**config.mk**
```make
export PLATFORM = sky130hd
export DESIGN_NAME = mem_stage
export DESIGN_NICKNAME = d
export VERILOG_FILES = /design/src/rtl/mem_stage.sv
export SDC_FILE = /design/constraint.sdc
export NUM_CORES = 1
export LEC_CHECK = 0
export CAP_MARGIN = 30
export CORE_MARGIN = 5
export CORE_UTILIZATION = 45
export CTS_BUF_LIST = sky130_fd_sc_hd__clkbuf_4
export DETAILED_ROUTE_END_ITERATION = 10
export DONT_BUFFER_PORTS = 1
export GPL_TIMING_DRIVEN = 0
export RECOVER_POWER = 50
export SLEW_MARGIN = 20
export SYNTH_ARGS = -nofsm -noshare
export SYNTH_HDL_FRONTEND = slang
export SYNTH_SLANG_ARGS = --single-unit
```
**constraint.sdc**
```tcl
create_clock -name clk -period 2.2 [get_ports clk]
set_input_delay 0.33 -clock clk [delete_from_list [all_inputs] [get_ports clk]]
set_output_delay 0.33 -clock clk [all_outputs]
set_load 0.01 [all_outputs]
```
**src/rtl/mem_stage.sv**
```systemverilog
// mem_stage: pipeline MEM stage with a handshaked data-memory access FSM, write-back feed and forwarding.
module mem_stage (
    input  logic        clk,
    input  logic        rst,
    input  logic        stall_in,
    input  logic        flush,
    input  logic [6:0]  WB_in,
    input  logic [1:0]  M_in,
    input  logic [15:0] PCret_in,
    input  logic [15:0] ALU_in,
    input  logic [15:0] StoreData_in,
    output logic        mem_req,
    output logic        mem_we,
    output logic [15:0] mem_addr,
    output logic [15:0] mem_wdata,
    input  logic [15:0] mem_rdata,
    input  logic        mem_ready,
    output logic [6:0]  WB_out,
    output logic [15:0] PCret_out,
    output logic [15:0] ALU_out,
    output logic [15:0] MemData_out,
    output logic        mem_busy,
    output logic        fwd_regwrite,
    output logic [3:0]  fwd_addr,
    output logic [15:0] fwd_data
);
    typedef enum logic [1:0] {IDLE, ACCESS, DONE} state_t;
    state_t state, state_n;
    logic [6:0] WB_r, wb_ld;
    logic [1:0] M_r, m_ld;
    logic [15:0] PC_r, ALU_r, SD_r, MD_r;
    logic sent, advance, wb_live;
    always_comb begin
        advance = !stall_in && !mem_busy;
        wb_ld = flush ? 7'h0 : WB_in;
        m_ld = flush ? 2'b0 : M_in;
        state_n = state;
        if (advance)
            state_n = |m_ld ? ACCESS : IDLE;
        else if (state == ACCESS && mem_ready)
            state_n = DONE;
    end
    always_ff @(posedge clk or posedge rst) begin
        if (rst)
            state <= IDLE;
        else
            state <= state_n;
    end
    always_ff @(posedge clk or posedge rst) begin
        if (rst) begin
            WB_r <= '0;
            M_r <= '0;
            PC_r <= '0;
            ALU_r <= '0;
            SD_r <= '0;
            MD_r <= '0;
            sent <= 1'b0;
        end else if (advance) begin
            WB_r <= wb_ld;
            M_r <= m_ld;
            PC_r <= PCret_in;
            ALU_r <= ALU_in;
            SD_r <= StoreData_in;
            sent <= 1'b0;
        end else begin
            if (state == ACCESS && mem_ready && M_r[0])
                MD_r <= mem_rdata;
            // a held instruction reaches write-back only once
            if (wb_live)
                sent <= 1'b1;
        end
    end
    always_comb begin
        mem_busy = state == ACCESS;
        mem_req = mem_busy;
        mem_we = mem_busy && M_r[1];
        mem_addr = ALU_r;
        mem_wdata = SD_r;
        wb_live = !mem_busy && !sent && |WB_r;
        WB_out = (!mem_busy && !sent) ? WB_r : 7'h0;
        PCret_out = PC_r;
        ALU_out = ALU_r;
        MemData_out = MD_r;
        fwd_regwrite = |WB_r && WB_r[2];
        fwd_addr = |WB_r ? WB_r[6:3] : 4'h0;
        fwd_data = |WB_r ? ALU_r : 16'h0;
    end
endmodule

```
# Yosys cells after proc, flatten, opt, wreduce, memory -nomap -nowiden
# Index checks and enable logic that the tools add are counted.
dict set report op_classes {
  div 0
  n_reduce_logical 15
  add_sub_neg 0
  order_cmp 0
  shift 0
  n_eq_ne 1
  n_mux 10
  multipliers 0
  bitwise_logic 1
}
# cell n
set ops {}
lappend ops {{16-bit two-way mux} 1}
lappend ops {{7-bit two-way mux} 2}
lappend ops {{1-bit logical AND} 7}
lappend ops {{7-bit OR reduction} 1}
lappend ops {{2-bit two-way mux} 3}
lappend ops {{4-bit two-way mux} 1}
lappend ops {{2-bit nonzero test} 2}
lappend ops {{1-bit logical NOT} 3}
lappend ops {{1-bit two-way mux} 3}
lappend ops {{2-bit by 1-bit equality test with 1-bit output (second input constant)} 1}
lappend ops {{2-bit AND reduction} 1}
lappend ops {{2-bit OR reduction} 1}
lappend ops {{1-bit inverter} 1}
dict set report word_totals {
  mem_bits_ro 0
  ram_bits 0
  input_bits 78
  n_memories 0
  regBits 76
  latch_bits 0
  elab_cells 35
}

# Longest topological paths before layout
dict set report logic_depth {
  ltp_word 6
  depth_mapped 6
}

# Worst setup path before layout
# Ideal clock, no wire load.
dict set report synth_timing {
  path_type {reg2out}
  from {reg state[1]}
  to {out mem_we}
  required_ps 1870
  stages_incl_launch_ff 5
  n_path_buf 2
  arrival_ps 1138
  slack_ps 732
  path_cell_list {dfrtp_1 nor2b_2 buf_6 clkbuf_1 and2_1}
}
dict set report synth_between {
  elab_chain_len 2
}
# item line_no
set synth_rtl {}
lappend synth_rtl {{from (decl)} 28} ;# state_t state, state_n;
lappend synth_rtl {{from (signal assigned)} 47} ;# state <= state_n;
lappend synth_rtl {{2-bit by 1-bit equality test with 1-bit output} 74} ;# mem_busy = state == ACCESS;
lappend synth_rtl {{net mem_busy} 22} ;# output logic mem_busy,
lappend synth_rtl {{1-bit logical AND} 76} ;# mem_we = mem_busy && M_r[1];
lappend synth_rtl {{to (decl)} 13} ;# output logic mem_we,
# The timed path passes the listed nets, and every way through them passes these cells.

# Worst setup path after layout
dict set report layout_timing {
  from {reg WB_r[4]}
  to {out fwd_data[12]}
}
dict set report layout_between {
  elab_chain_len 2
}
# item line_no
set layout_rtl {}
lappend layout_rtl {{from (decl)} 29} ;# logic [6:0] WB_r, wb_ld;
lappend layout_rtl {{from (signal assigned)} 59} ;# WB_r <= wb_ld;
lappend layout_rtl {{7-bit OR reduction} 86} ;# fwd_data = |WB_r ? ALU_r : 16'h0;
lappend layout_rtl {{16-bit two-way mux} 86}
lappend layout_rtl {{to (decl)} 25} ;# output logic [15:0] fwd_data
# No other way between the ends.

==> impl_metrics.tcl <==
set metrics [dict create \
    status "completed" \
    antenna_found_initial 0 \
    wl_per_cell_um 19.15 \
    p_leak_nw 1.625 \
    finalHoldViolations 0 \
    rsz0062_at_grt "no" \
    clockBufferDepth 2 \
    slew_headroom_pct 37.63 \
    fin_area_mm2 0.003664 \
    nets 331 \
    ios 189 \
    io_buffer_count 0 \
    hp-class "in2reg" \
    drive_gt1_share_pct 43.80 \
    worst_pin_slew_ps 930.5 \
    grt_max_degree 29 \
    dr.pass1.iters 4 \
    fin_setup_tns_ps 0 \
    grtUsageTotal_pct 14.36 \
    syn_to_final_growth_pct 9.745 \
    min_period_ps 2012 \
    initial_utilization_pct 46.02 \
    cts.sinks 76 \
    cts_tree "done" \
    numCtsBuffers 9 \
    die-width_um 96.13 \
    drtIter0Drc 23 \
    wirelength_um 6837 \
    gp_congestion 0.6644 \
    htreeDepth 3 \
    synth.yosys.seq_area_share_pct 56.97 \
    diodes 0 \
    die_h_um 96.13 \
    cp_max_fo 17 \
    viasPerCell 5.179 \
    final_max_slew_viol_count 0 \
    whs_ps 49.66 \
    fmax_mhz 497.1 \
    synth_nets 317 \
    synthTopCellsByArea "dfrtp_1 57%, mux2_2 15%, mux2_4 8.5%, and2_1 4.5%, buf_4 4.5%" \
    yosysUniqueCellTypes 24 \
    synth_area_mm2 0.003338 \
    grt_pass1_vias 1999 \
    place_area_mm2 0.003506 \
    drc 0 \
    globalRouteOverflowTotal 0 \
    min_period_over_period_pct 91.44 \
    synth_top_area_share_pct 56.97 \
    clk_latency_ps 400 \
    fin_worst_skew_ps 10.30 \
    core_mm2 0.007253 \
    arrival_ps 1680 \
    dieArea_mm2 0.009241 \
    yosysWarnings 0 \
    instances_no_fill 357 \
    dpl.cell_count 340 \
    required_ps 1870 \
    postSynthRegisterBits 76 \
    clock-root-buffer "clkbuf_4" \
    num_rows 31 \
    vdd.ir_drop.worst_uv 623.8 \
    cts_setup_buffers 0 \
    startpoint_type "flip-flop" \
    vias 1849 \
    power_mw 5.833 \
    synth.largest_area_cell "dfrtp_1" \
    final-setup-viol-count 0 \
    grt_pass1_wl_um 9839 \
    critical_path_class "reg2out" \
    antenna_left 0 \
    synthCells 239 \
    dp_hpwl_um 5344 \
    clkTransAtPathRegs_ps 120 \
    maxCapViolations 0 \
    p_per_area_mw_per_mm2 1592 \
    cp-end-kind "output pin" \
    syn_area_per_cell_um2 13.97 \
]
flip-flops by register name, summed over array words and instances, names as in the netlist:
signal / flops
sent: 1
mem_wdata: 16
state: 2
PCret_out: 16
MemData_out: 16
ALU_out: 16
WB_r: 7
M_r: 2
worst paths after layout:
path / start / end / slack, ps / cells past startpoint
worst max-delay path: WB_r[4]$_DFFE_PP0P_ / fwd_data[12] / 190 / 3
worst min-delay path: mem_ready / state[1]$_DFFE_PP0P_ / 50 / 1
worst max register to register: state[0]$_DFFE_PP0P_ / mem_wdata[4]$_DFFE_PP0P_ / 650 / 6
worst min register to register: M_r[1]$_DFFE_PP0P_ / M_r[1]$_DFFE_PP0P_ / 520 / 2
max in group asynchronous: rst / sent$_DFFE_PP0P_ / 540 / 3
min in group asynchronous: rst / PCret_out[7]$_DFFE_PP0P_ / 520 / 2
layout make-up:
class | count | area [µm²]
well taps | 99 | 123.9
plain buffers | 32 | 230.2
flip-flops and latches | 76 | 1902
clock inverters | 6 | 88.84
clock buffers | 10 | 75.07
repair buffers | 4 | 30.03
multi-input cells | 129 | 1209
inverters | 1 | 5.005
fillers | 633 | 3590
Yosys cell counts (all sizes together):
| library cell | n |
|---|---|
| dfrtp | 76 |
| mux2 | 64 |
| and2 | 24 |
| buf | 24 |
| o21ai | 18 |
| nand2b | 10 |
| clkbuf | 9 |
| nor2 | 2 |
| a221oi | 1 |
| a22o | 1 |
| and2b | 1 |
| inv | 1 |
| nand2 | 1 |
| nand3 | 1 |
| nor2b | 1 |
| nor3 | 1 |
| nor4 | 1 |
| o211a | 1 |
| o21bai | 1 |
| or2 | 1 |
cells by family after synthesis:
group           after synthesis  share of synthesized area (%)
compound gates               22                          3.748
flops                        76                          56.97
buf+inv                      34                          7.083
mux                          64                          23.73
simple gates                 43                          8.471
power by group:
group | internal, mW | switching (mW)
Combinational | 1.10 | 0.880
Sequential | 2.07 | 0.838
Clock | 0.473 | 0.469
routing by layer:
layer,GRT usage [%],vias to the layer above,part of all wire [%]
met5,0,-,0
met4,6.754,0,1.4
met3,7.506,9,13
met2,23.81,123,49
met1,14.96,896,36
li1,-,821,-
metrics by stage:
| stage | setup slack [ps] | util, % |
|---|---|---|
| after floorplan | 732.2 | - |
| after global placement | 381.2 | 47.78 |
| after detailed placement | 361.5 | 48.34 |
| after CTS | 66.66 | 50.94 |
| after global routing | 51.55 | 50.51 |
| final | 188.2 | 50.51 |
critical path, cell delays in order (launching register included):
cell and delay [ps]:
dfrtp_1 440, nor4_2 320, nand2_2 240, and2_1 280
repair_timing:
| action | in CTS | in global routing |
|---|---|---|
| endpoints found under the hold margin | 21 | 0 |
| endpoints found under the setup margin | 10 | 1 |
| hold buffers | 2 | 0 |
| pin swaps | 0 | 0 |
| resized for setup | 2 | 2 |
placed cells by master, fill, tap and decap left out, drive strengths merged:
master	count
o211a	1
bufinv	2
nand3	1
nor3	1
dfrtp	76
a221oi	1
mux2	64
clkinvlp	3
or2	1
clkbuf	20
and2	24
nand2	1
o21bai	1
nor2b	1
o21ai	18
nand2b	10
dlygate4sd3	2
nor2	2
and2b	1
a22o	1
clkinv	2
buf	24
nor4	1
(Power assumes the default switching activity.)
